## config.mk

```make
export PLATFORM = sky130hd
export DESIGN_NAME = mips_mc_ctrl
export DESIGN_NICKNAME = d
export VERILOG_FILES = /design/src/rtl/mips_mc_ctrl.sv
export SDC_FILE = /design/constraint.sdc
export NUM_CORES = 1
export LEC_CHECK = 0
export CAP_MARGIN = 20
export CORE_ASPECT_RATIO = 0.5
export CORE_MARGIN = 5
export CORE_UTILIZATION = 40
export DETAILED_ROUTE_END_ITERATION = 10
export PLACE_DENSITY = 0.69
export SYNTH_ARGS = -nofsm -noshare
export SYNTH_HDL_FRONTEND = slang
export SYNTH_SLANG_ARGS = --single-unit
```

## constraint.sdc

```tcl
create_clock -name clock -period 3.2 [get_ports clock]
set_clock_uncertainty 0.2 [all_clocks]
set_input_delay 0.64 -clock clock [delete_from_list [all_inputs] [get_ports clock]]
set_output_delay 0.64 -clock clock [all_outputs]
set_load 0.01 [all_outputs]
```

## src/rtl/mips_mc_ctrl.sv

```systemverilog
// Multicycle MIPS-subset control unit: FETCH/DECODE/execute-phase sequencer with
// combinational strobes, sticky illegal-opcode HALT and a saturating retire counter.
module mips_mc_ctrl #(
  parameter int unsigned CNT_W = 16
) (
  input  logic             clock,
  input  logic             reset,
  input  logic             run,
  input  logic [5:0]       opcode,
  input  logic [5:0]       funct,
  input  logic             zero_bit,
  output logic [3:0]       state,
  output logic             ir_write,
  output logic             pc_write,
  output logic             mem_read,
  output logic             mem_write,
  output logic             byte_en,
  output logic             reg_write,
  output logic             retire,
  output logic             illegal,
  output logic [1:0]       pc_src,
  output logic [1:0]       reg_dst,
  output logic [1:0]       wb_src,
  output logic [1:0]       alu_src_b,
  output logic [2:0]       alu_ctr,
  output logic [CNT_W-1:0] instr_count
);

  typedef enum logic [3:0] {
    S_IDLE     = 4'd0,
    S_FETCH    = 4'd1,
    S_DECODE   = 4'd2,
    S_EXEC     = 4'd3,
    S_MEM_ADDR = 4'd4,
    S_MEM_ACC  = 4'd5,
    S_WB       = 4'd6,
    S_BRANCH   = 4'd7,
    S_JUMP     = 4'd8,
    S_HALT     = 4'd9
  } state_t;

  typedef enum logic [3:0] {
    K_ILL, K_RALU, K_IALU, K_MOVE, K_LW, K_LB, K_SW, K_SB,
    K_BEQ, K_BNE, K_J, K_JAL, K_JR
  } kind_t;

  state_t           state_q, state_d;
  logic [CNT_W-1:0] cnt_q, cnt_d;
  kind_t            kind;
  logic [2:0]       alu_sel;
  logic             is_load, is_store, is_byte;
  state_t           bnd_state;

  // R-type funct and I-type opcode share the same ALU operation encodings.
  function automatic logic [2:0] alu_code(input logic [5:0] c);
    case (c)
      6'b000011: alu_code = 3'd1;
      6'b000100: alu_code = 3'd2;
      6'b000101: alu_code = 3'd3;
      6'b000111: alu_code = 3'd4;
      default:   alu_code = 3'd0;
    endcase
  endfunction

  // Instruction class decode from the instruction-register fields.
  always_comb begin
    kind    = K_ILL;
    alu_sel = 3'd0;
    case (opcode)
      6'b000000: begin
        alu_sel = alu_code(funct);
        case (funct)
          6'b000010, 6'b000011, 6'b000100,
          6'b000101, 6'b000111: kind = K_RALU;
          6'b001000:            kind = K_JR;
          default:              kind = K_ILL;
        endcase
      end
      6'b000010, 6'b000011, 6'b000100,
      6'b000101, 6'b000111: begin
        kind    = K_IALU;
        alu_sel = alu_code(opcode);
      end
      6'b001000: kind = K_LW;
      6'b001001: kind = K_LB;
      6'b010000: kind = K_SW;
      6'b010001: kind = K_SB;
      6'b100011: kind = K_BEQ;
      6'b100111: kind = K_BNE;
      6'b111000: kind = K_J;
      6'b111001: kind = K_JAL;
      6'b100000: kind = K_MOVE;
      default:   kind = K_ILL;
    endcase
  end

  assign is_load   = (kind == K_LW) || (kind == K_LB);
  assign is_store  = (kind == K_SW) || (kind == K_SB);
  assign is_byte   = (kind == K_LB) || (kind == K_SB);
  assign bnd_state = run ? S_FETCH : S_IDLE;

  // Next-state and strobe generation.
  always_comb begin
    state_d   = state_q;
    ir_write  = 1'b0;
    pc_write  = 1'b0;
    mem_read  = 1'b0;
    mem_write = 1'b0;
    byte_en   = 1'b0;
    reg_write = 1'b0;
    retire    = 1'b0;
    illegal   = 1'b0;
    pc_src    = 2'd0;
    reg_dst   = 2'd0;
    wb_src    = 2'd0;
    alu_src_b = 2'd0;
    alu_ctr   = 3'd0;
    case (state_q)
      S_IDLE: if (run) state_d = S_FETCH;
      S_FETCH: begin
        mem_read  = 1'b1;
        ir_write  = 1'b1;
        pc_write  = 1'b1;
        alu_src_b = 2'd2;
        state_d   = S_DECODE;
      end
      S_DECODE: begin
        case (kind)
          K_ILL:                        state_d = S_HALT;
          K_RALU, K_IALU, K_MOVE:       state_d = S_EXEC;
          K_LW, K_LB, K_SW, K_SB:       state_d = S_MEM_ADDR;
          K_BEQ, K_BNE:                 state_d = S_BRANCH;
          default:                      state_d = S_JUMP;
        endcase
      end
      S_EXEC: begin
        alu_src_b = (kind == K_RALU) ? 2'd0 : 2'd1;
        alu_ctr   = (kind == K_MOVE) ? 3'd5 : alu_sel;
        state_d   = S_WB;
      end
      S_MEM_ADDR: begin
        alu_src_b = 2'd1;
        state_d   = S_MEM_ACC;
      end
      S_MEM_ACC: begin
        byte_en = is_byte;
        if (is_store) begin
          mem_write = 1'b1;
          retire    = 1'b1;
          state_d   = bnd_state;
        end else begin
          mem_read = 1'b1;
          state_d  = S_WB;
        end
      end
      S_WB: begin
        reg_write = 1'b1;
        reg_dst   = (kind == K_RALU) ? 2'd1 : 2'd0;
        wb_src    = is_load ? 2'd1 : 2'd0;
        byte_en   = is_byte;
        retire    = 1'b1;
        state_d   = bnd_state;
      end
      S_BRANCH: begin
        alu_ctr  = 3'd1;
        pc_src   = 2'd1;
        pc_write = ((kind == K_BEQ) && zero_bit) || ((kind == K_BNE) && !zero_bit);
        retire   = 1'b1;
        state_d  = bnd_state;
      end
      S_JUMP: begin
        pc_write = 1'b1;
        pc_src   = (kind == K_JR) ? 2'd3 : 2'd2;
        retire   = 1'b1;
        if (kind == K_JAL) begin
          reg_write = 1'b1;
          reg_dst   = 2'd2;
          wb_src    = 2'd2;
        end
        state_d = bnd_state;
      end
      S_HALT:  illegal = 1'b1;
      default: state_d = S_IDLE;
    endcase
    // Nothing may be committed in a reset cycle, whatever state was reached.
    if (reset) begin
      ir_write  = 1'b0;
      pc_write  = 1'b0;
      mem_read  = 1'b0;
      mem_write = 1'b0;
      byte_en   = 1'b0;
      reg_write = 1'b0;
      retire    = 1'b0;
      illegal   = 1'b0;
      pc_src    = 2'd0;
      reg_dst   = 2'd0;
      wb_src    = 2'd0;
      alu_src_b = 2'd0;
      alu_ctr   = 3'd0;
    end
  end

  // Retired-instruction counter, saturating at all-ones.
  always_comb begin
    cnt_d = cnt_q;
    if (retire && (cnt_q != {CNT_W{1'b1}})) cnt_d = cnt_q + CNT_W'(1);
  end

  always_ff @(posedge clock) begin
    if (reset) begin
      state_q <= S_IDLE;
      cnt_q   <= '0;
    end else begin
      state_q <= state_d;
      cnt_q   <= cnt_d;
    end
  end

  assign state       = state_q;
  assign instr_count = cnt_q;

endmodule

```

==> results.toml, run 1 <==
[run_status]
run_status = "completed"

[layout]
num-nets-final = 330
final_cell_mix = "41 x buf_4, 28 x clkdlybuf4s50_1, 20 x dfxtp_1, 18 x nor2_1"
syn_to_final_growth_pct = 55.1
insertedDiodeCount = 0
layout_commonest_cell = "buf_4"
drive_gt1_share_pct = 29.5

[worst_setup_path]
crit_start = "funct[4]"
cp-start-kind = "input port"
path_class = "in2out"
rr_worst_depth = 6
r2r-start = "state[3]"
cp.required_ps = 2360
cp_max_fo = 4
cp_slowest_cell = "or4_4"
crit_chain = "buf_6 > or4_4 > nor4_4 > o211ai_1 > and2_4 > o41ai_2 > buf_2"
cpPeakStageDelay_ps = 550
cp-end-kind = "output port"
cp.arrival_ps = 2320

[sta]
setup_violations = 0
hold_slack_ps = 318
fin_crit_ps = 3160
drv_slew = 0
rsz0062_at_grt = "yes"
fin_crit_sh_pct = 98.7
slew_headroom_pct = 68.4
fmax_mhz = 316
final.setup.tns_ps = 0
report.final.hold_viol_count = 0
worst_pin_slew_ps = 474
setup_ws_ps = 40.3

[routing]
drt_pass1_iterations = 4
wl_mm = 5.53
drt_iter0_drc = 93
detail_route.wl_per_cell_um = 15.0
drcViolationCount = 0
vias = 2081
postRouteAntennaNets = 0
routed_via_density = 5.64

[cts]
clock_path_buffers = 2
cts-htree-levels = 1
cts_tree = "built"
clock_sinks = 20
cts_root_buffer = "clkbuf_8"
cts_hold_buf = 0
cts.clk_slew.worst_paths_ps = 80
clkLatencyLatePin_ps = 270
numCtsBuffers = 3

[min_path]
hp-start = "instr_count[6]"
whs_path_depth = 2
hp-class = "reg2reg"

[grt]
groute.usage.overall_pct = 19.0
globalRoute.totalOverflow = 0
antenna_found_initial = 0
grt_max_degree = 33
grt_pass1_vias = 1958
grt_pass1_wl_mm = 9.16

[die]
dieArea_sq_um = 5860
dieHeight_um = 56.7
initial_core_util_pct = 40.6
ios = 55
die_x_um = 103
core_sq_um = 4300
rows = 17

[synthesis]
synth_nets = 245
synth_warnings = 0
netlist_area_sq_um = 1750
synth_edf_count = 0
seq_area_frac_synth_pct = 22.9
syn_inst = 228
synthDistinctLibCells = 59
syn_area_per_cell_sq_um = 7.66
ys_seq_elements = 20
synthArstFlopShare_pct = 0
synth-main-ff-cell = "dfxtp_1"

[power]
p_leak_nw = 1.07
ir_drop_mv = 0.206
p_per_area_nw_per_um2 = 342

[placement]
place_hpwl_mm = 4.17
place_ws_ps = -760
port_buffers = 54
place.gp.congestion = 0.805

[flow_run]
maxCapViolations = 0
## cell type report
class	count	area, sq um
Clock buffer	3	41.3
Clock inverter	1	30.0
Fill cell	398	1590
Inverter	6	22.5
Multi-Input combinational cell	183	1300
Sequential cell	20	400
Tap cell	57	71.3
Timing Repair Buffer	99	838
## synth_stat cells (3+ instances only)
cell type / n / share of area, %
a21oi_1: 13 / 3.7
or3_1: 3 / 1.1
nor2_1: 18 / 3.9
o21ai_0: 8 / 2.3
clkbuf_1: 9 / 1.9
a31oi_1: 3 / 1.1
nand2_1: 13 / 2.8
o31ai_1: 4 / 1.7
nand3_1: 7 / 2.0
nor4_1: 7 / 2.5
and3_1: 4 / 1.4
dfxtp_1: 20 / 23
buf_2: 5 / 1.4
nor2b_1: 9 / 3.2
nor3b_1: 5 / 2.2
nand2b_1: 3 / 1.1
mux2_2: 5 / 3.2
or4_1: 6 / 2.6
o211ai_1: 3 / 1.3
inv_1: 6 / 1.3
nand4_1: 8 / 2.9
a211o_1: 3 / 1.5
nor3_1: 13 / 3.7
a21o_1: 3 / 1.3
nor4b_1: 3 / 1.5
xnor2_1: 5 / 2.5
## path summary, 6_finish.rpt
kind | slack (ps) | end
worst max-delay path | 40 | reg_write
worst min-delay path | 320 | instr_count[6]
worst max register to register | 740 | instr_count[9]
worst min register to register | 320 | instr_count[6]
## registers in the layout (all words and copies together) (netlist names)
| name | flops |
|---|---|
| instr_count | 16 |
| state | 4 |
## report_power, final
part / internal [mW] / switching (mW)
clock network: 0.167 / 0.0961
registers: 0.262 / 0.0234
logic: 0.185 / 0.193
## stage by stage
step	total power [mW]	util, %	instance area [sq um]	std cells
floorplan	0.494	-	1760	228
global route	0.976	63.0	2710	369
finish	0.926	63.0	2710	369
detailed placement	0.666	60.4	2600	361
CTS	0.919	61.9	2660	368
global placement	0.659	60.4	2600	361
## what timing repair did
action / in CTS / in global routing
buffers inserted: 3 / 1
pin swaps: 10 / 3
setup endpoints to repair: 17 / 13
gates resized for setup: 73 / 16
## kinds of logic after synthesis
group | count (synthesis) | synth area share [%]
buf+inv | 25 | 6.81
simple gates | 119 | 42.5
xor+xnor | 7 | 3.51
compound gates | 51 | 20.3
flops | 20 | 22.9
mux | 5 | 3.23
fa+ha+maj | 1 | 0.717
## per-layer routing
layer	track usage, %	vias up	part of all wire (%)
li1	-	1040	-
met1	24.8	1002	47
met2	33.4	37	50
met3	2.73	2	3.4
met4	2.58	0	0.25
met5	0	-	0
## critical path, delay by kind of cell
kind                   cells  cell delay (ps)
buffers and inverters      2              270
AND/OR/NAND/NOR            3              950
AO/OA/AOI/OAI              2              460
Power figures use the tool's default switching activity.
==> run 2: changes to the inputs <==
==> constraint.sdc (replaced) <==
create_clock -name clock -period 3.2 [get_ports clock]
set_clock_uncertainty 0.2 [all_clocks]
set_input_delay 0.96 -clock clock [delete_from_list [all_inputs] [get_ports clock]]
set_output_delay 0.96 -clock clock [all_outputs]
set_load 0.01 [all_outputs]
==> results.toml, run 2 (synthesized netlist as in run 1, its figures left out) <==
[run_status]
run_status = "complete, but fails checks"
violations = "negative setup slack"

[placement]
place.gp.congestion = 0.874
place_hpwl_mm = 4.24
port_buffers = 54

[layout]
nFillCells = 352
drive_gt1_share_pct = 40.3
final_core_util_pct = 69.4
num-nets-final = 348
layout_commonest_cell = "buf_4"
final_cell_mix = "53 x buf_4, 22 x clkdlybuf4s50_1, 20 x dfxtp_1, 18 x buf_2, 16 x nor2_1"
multi_input_area_sq_um = 1420
insertedDiodeCount = 0
largest_register_ffs = 16
regArea_sq_um = 400
syn_to_final_growth_pct = 70.8

[routing]
vias = 2233
drcViolationCount = 0
detail_route.wl_per_cell_um = 15.9
postRouteAntennaNets = 0
routed_via_density = 5.77
wl_mm = 6.14
drt_iter0_drc = 87
drt_pass1_iterations = 4

[sta]
worst_pin_slew_ps = 482
fin_crit_ps = 3790
setup_violations = 15
slew_headroom_pct = 67.8
report.final.hold_viol_count = 0
hold_slack_ps = 316
setup_ws_ps = -593
fin_crit_sh_pct = 119
fmax_mhz = 264
drv_slew = 0
rsz0062_at_grt = "yes"

[worst_setup_path]
path_class = "in2out"
cp.arrival_ps = 2630
cp.required_ps = 2040
cp-start-kind = "input port"
cp-end-kind = "output port"
cp_max_fo = 2

[die]
dieHeight_um = 56.7
core_sq_um = 4300
rows = 17
dieArea_sq_um = 5860
ios = 55
die_x_um = 103
initial_core_util_pct = 40.6

[min_path]
hp-class = "reg2reg"

[power]
p_leak_nw = 1.20
ir_drop_mv = 0.234
p_per_area_nw_per_um2 = 332

[cts]
clock_sinks = 20
clkLatencyLatePin_ps = 270
cts.clk_slew.worst_paths_ps = 90
clock_path_buffers = 2
cts-htree-levels = 1
numCtsBuffers = 3
cts_hold_buf = 0
cts_tree = "built"
cts_root_buffer = "clkbuf_8"

[flow_run]
maxCapViolations = 0

[grt]
grt_pass1_vias = 2043
groute.usage.overall_pct = 20.3
globalRoute.totalOverflow = 0
grt_max_degree = 21
antenna_found_initial = 0
grt_pass1_wl_mm = 9.74
## run 2: cell count changes in the layout (fill, tap and decap cells not counted), sizes merged
cell / previous run / this run
clkdlybuf4s15: 0 / 2
dlymetal6s2s: 2 / 1
clkdlybuf4s50: 28 / 22
clkbuf: 6 / 3
bufbuf: 0 / 1
buf: 58 / 84
dlygate4sd2: 8 / 7
## run 2: metal layers
| layer | track usage [%] | vias to the layer above | wire [um] |
|---|---|---|---|
| met5 | 0 | - | 0 |
| met2 | 35.1 | 77 | 3140 |
| li1 | - | 1073 | - |
| met4 | 4.24 | 0 | 65 |
| met1 | 26.3 | 1075 | 2570 |
| met3 | 3.35 | 8 | 368 |
## run 2: worst paths after layout
path                        start              end  slack, ps  cells past startpoint
hold / removal    instr_count[10]  instr_count[10]        320                      2
hold reg to reg   instr_count[10]  instr_count[10]        320                      2
setup reg to reg         state[3]   instr_count[5]        770                      7
setup / recovery        opcode[2]       alu_ctr[1]       -590                      7
## run 2: layout make-up
| type | count | share of cell area, % |
|---|---|---|
| multi-input combinational | 183 | 47.7 |
| timing repair buffer | 117 | 33.2 |
| sequential | 20 | 13.4 |
| tap | 57 | 2.39 |
| clock buffer | 3 | 1.39 |
| clock inverter | 1 | 1.01 |
| inverter | 6 | 0.840 |
## run 2: timing repair
item / in CTS / in global routing
cloned: 1 / 0
endpoints found under the hold margin: 0 / 0
gates resized for setup: 126 / 15
pin swaps: 17 / 12
endpoints found under the setup margin: 25 / 16
buffers inserted: 12 / 5
## run 2: report_power, final
| part | switching [mW] | total, mW | internal, mW |
|---|---|---|---|
| clock network | 0.0979 | 0.265 | 0.167 |
| logic | 0.216 | 0.431 | 0.215 |
| registers | 0.0317 | 0.294 | 0.262 |
| total | 0.345 | 0.990 | 0.644 |
## run 2: stage by stage
step | std cells | setup slack, ps | cell area [sq um] | setup TNS (ps) | power, mW
after detailed placement | 365 | -1350 | 2660 | -23360 | 0.679
after global routing | 387 | -673 | 2980 | -6700 | 1.03
final | 387 | -593 | 2980 | -5570 | 0.990
after floorplan | 228 | -497 | 1810 | -3100 | 0.500
after CTS | 382 | -649 | 2870 | -6370 | 0.965
after global placement | 365 | -1300 | 2660 | -22350 | 0.675
## run 2: critical path, stage by stage
cell,delay (ps)
clkdlybuf4s15_2,190
or3_4,390
nor4_4,250
buf_4,160
nand4b_1,140
a2111oi_4,370
buf_2,180
==> run 3: changes to the inputs <==
--- a/config.mk
+++ b/config.mk
@@ -8,9 +8,9 @@
 export CAP_MARGIN = 20
 export CORE_ASPECT_RATIO = 0.5
 export CORE_MARGIN = 5
-export CORE_UTILIZATION = 40
+export CORE_UTILIZATION = 30
 export DETAILED_ROUTE_END_ITERATION = 10
-export PLACE_DENSITY = 0.69
+export PLACE_DENSITY = 0.55
 export SYNTH_ARGS = -nofsm -noshare
 export SYNTH_HDL_FRONTEND = slang
 export SYNTH_SLANG_ARGS = --single-unit
==> results.toml, run 3 (synthesized netlist as in run 1, its figures left out) <==
[sta]
hold_slack_ps = 318
setup_violations = 12
setup_ws_ps = -514
worst_pin_slew_ps = 465
final.setup.tns_ps = -4800
drv_slew = 0
slew_headroom_pct = 69.0
report.final.hold_viol_count = 0
fin_crit_sh_pct = 116
fmax_mhz = 269
rsz0062_at_grt = "yes"
fin_crit_ps = 3710

[routing]
vias = 2132
detail_route.wl_per_cell_um = 14.4
routed_via_density = 5.25
postRouteAntennaNets = 0
drt_iter0_drc = 128
drt_pass1_iterations = 4
wl_mm = 5.83
drcViolationCount = 0

[grt]
grt_pass1_vias = 2064
grt_pass1_wl_mm = 9.97
grt_max_degree = 24
groute.usage.overall_pct = 15.1
antenna_found_initial = 0
globalRoute.totalOverflow = 0

[cts]
cts_tree = "built"
clock_sinks = 20
clock_path_buffers = 2
numCtsBuffers = 3
cts-htree-levels = 1
cts.clk_slew.worst_paths_ps = 60
cts_root_buffer = "clkbuf_16"
clkLatencyLatePin_ps = 250

[worst_setup_path]
cp-end-kind = "output port"
cp.required_ps = 2040
crit_chain = "buf_6 > or4_4 > nor4_4 > buf_4 > nand4b_1 > a2111oi_4 > buf_2"
cpPeakStageDelay_ps = 550
cp-start-kind = "input port"
cp_slowest_cell = "or4_4"
cp.arrival_ps = 2550
path_class = "in2out"
critPathBufInv = 3
crit_family = "simple AND/OR/NAND/NOR gates"
cp_max_fo = 2

[power]
ir_drop_mv = 0.239
power_mw = 1.10
p_per_area_nw_per_um2 = 357
p_leak_nw = 1.24

[die]
initial_core_util_pct = 31.4
rows = 19
core_sq_um = 5560
ios = 55
die_x_um = 118
dieArea_sq_um = 7540
dieHeight_um = 63.9

[placement]
placed_cells = 383
place_hpwl_mm = 4.30
placed_area_sq_um = 2690
place.gp.congestion = 0.819
place_ws_ps = -1330
port_buffers = 54

[flow_run]
maxCapViolations = 0

[layout]
num-nets-final = 351
insertedDiodeCount = 0
finalInstanceArea_sq_um = 3080
instances_no_fill = 406
nFillCells = 515
syn_to_final_growth_pct = 76.2
final_core_util_pct = 55.3
final_cell_mix = "51 x buf_4, 22 x clkdlybuf4s50_1, 20 x buf_6, 20 x dfxtp_1"
drive_gt1_share_pct = 42.0
layout_commonest_cell = "buf_4"
largest_register_ffs = 16

[run_status]
violations = "negative setup slack"
run_status = "complete, but fails checks"

[min_path]
hp-class = "reg2reg"
run 3: changes by cell type in the layout (fill, tap and decap cells not counted), sizes merged:
cell and delta:
buf +4, dlygate4sd2 -6, dlymetal6s2s +4, bufbuf -1
clkbuf +3, clkdlybuf4s15 -1
run 3: power by group:
part	switching [mW]	internal, mW
logic	0.228	0.233
registers	0.0277	0.262
clock network	0.0991	0.248
run 3: what timing repair did:
action,4_1_cts,5_1_grt
gates resized for setup,125,33
pin swaps,20,15
hold buffers,0,0
buffers inserted,10,9
setup endpoints to repair,27,18
run 3: worst paths after layout:
check,startpoint,endpoint,slack [ps],cells after the start
min,instr_count[10],instr_count[10],320,2
max,funct[4],alu_ctr[1],-510,7
min reg2reg,instr_count[10],instr_count[10],320,2
max reg2reg,state[3],instr_count[13],680,6
run 3: layout make-up:
| class | count | area [sq um] | area share [%] |
|---|---|---|---|
| Inverter | 6 | 22.5 | 0.732 |
| Sequential cell | 20 | 400 | 13.0 |
| Timing Repair Buffer | 120 | 1020 | 33.2 |
| Clock buffer | 3 | 75.1 | 2.44 |
| Tap cell | 73 | 91.3 | 2.97 |
| Multi-Input combinational cell | 183 | 1440 | 46.7 |
| Clock inverter | 1 | 30.0 | 0.976 |
run 3: layer usage:
metal / wire length (um) / part of all wire, % / GRT usage (%) / vias up
li1: - / - / - / 1083
met1: 2850 / 49 / 19.4 / 1022
met2: 2810 / 48 / 27.3 / 23
met3: 123 / 2.1 / 2.29 / 4
met4: 53 / 0.91 / 3.15 / 0
met5: 0 / 0 / 0 / -
run 3: worst min-delay path, delay by kind of cell, from the launching register on:
| family | cells | cell delay [ps] |
|---|---|---|
| flops | 1 | 330 |
| compound gates | 2 | 140 |
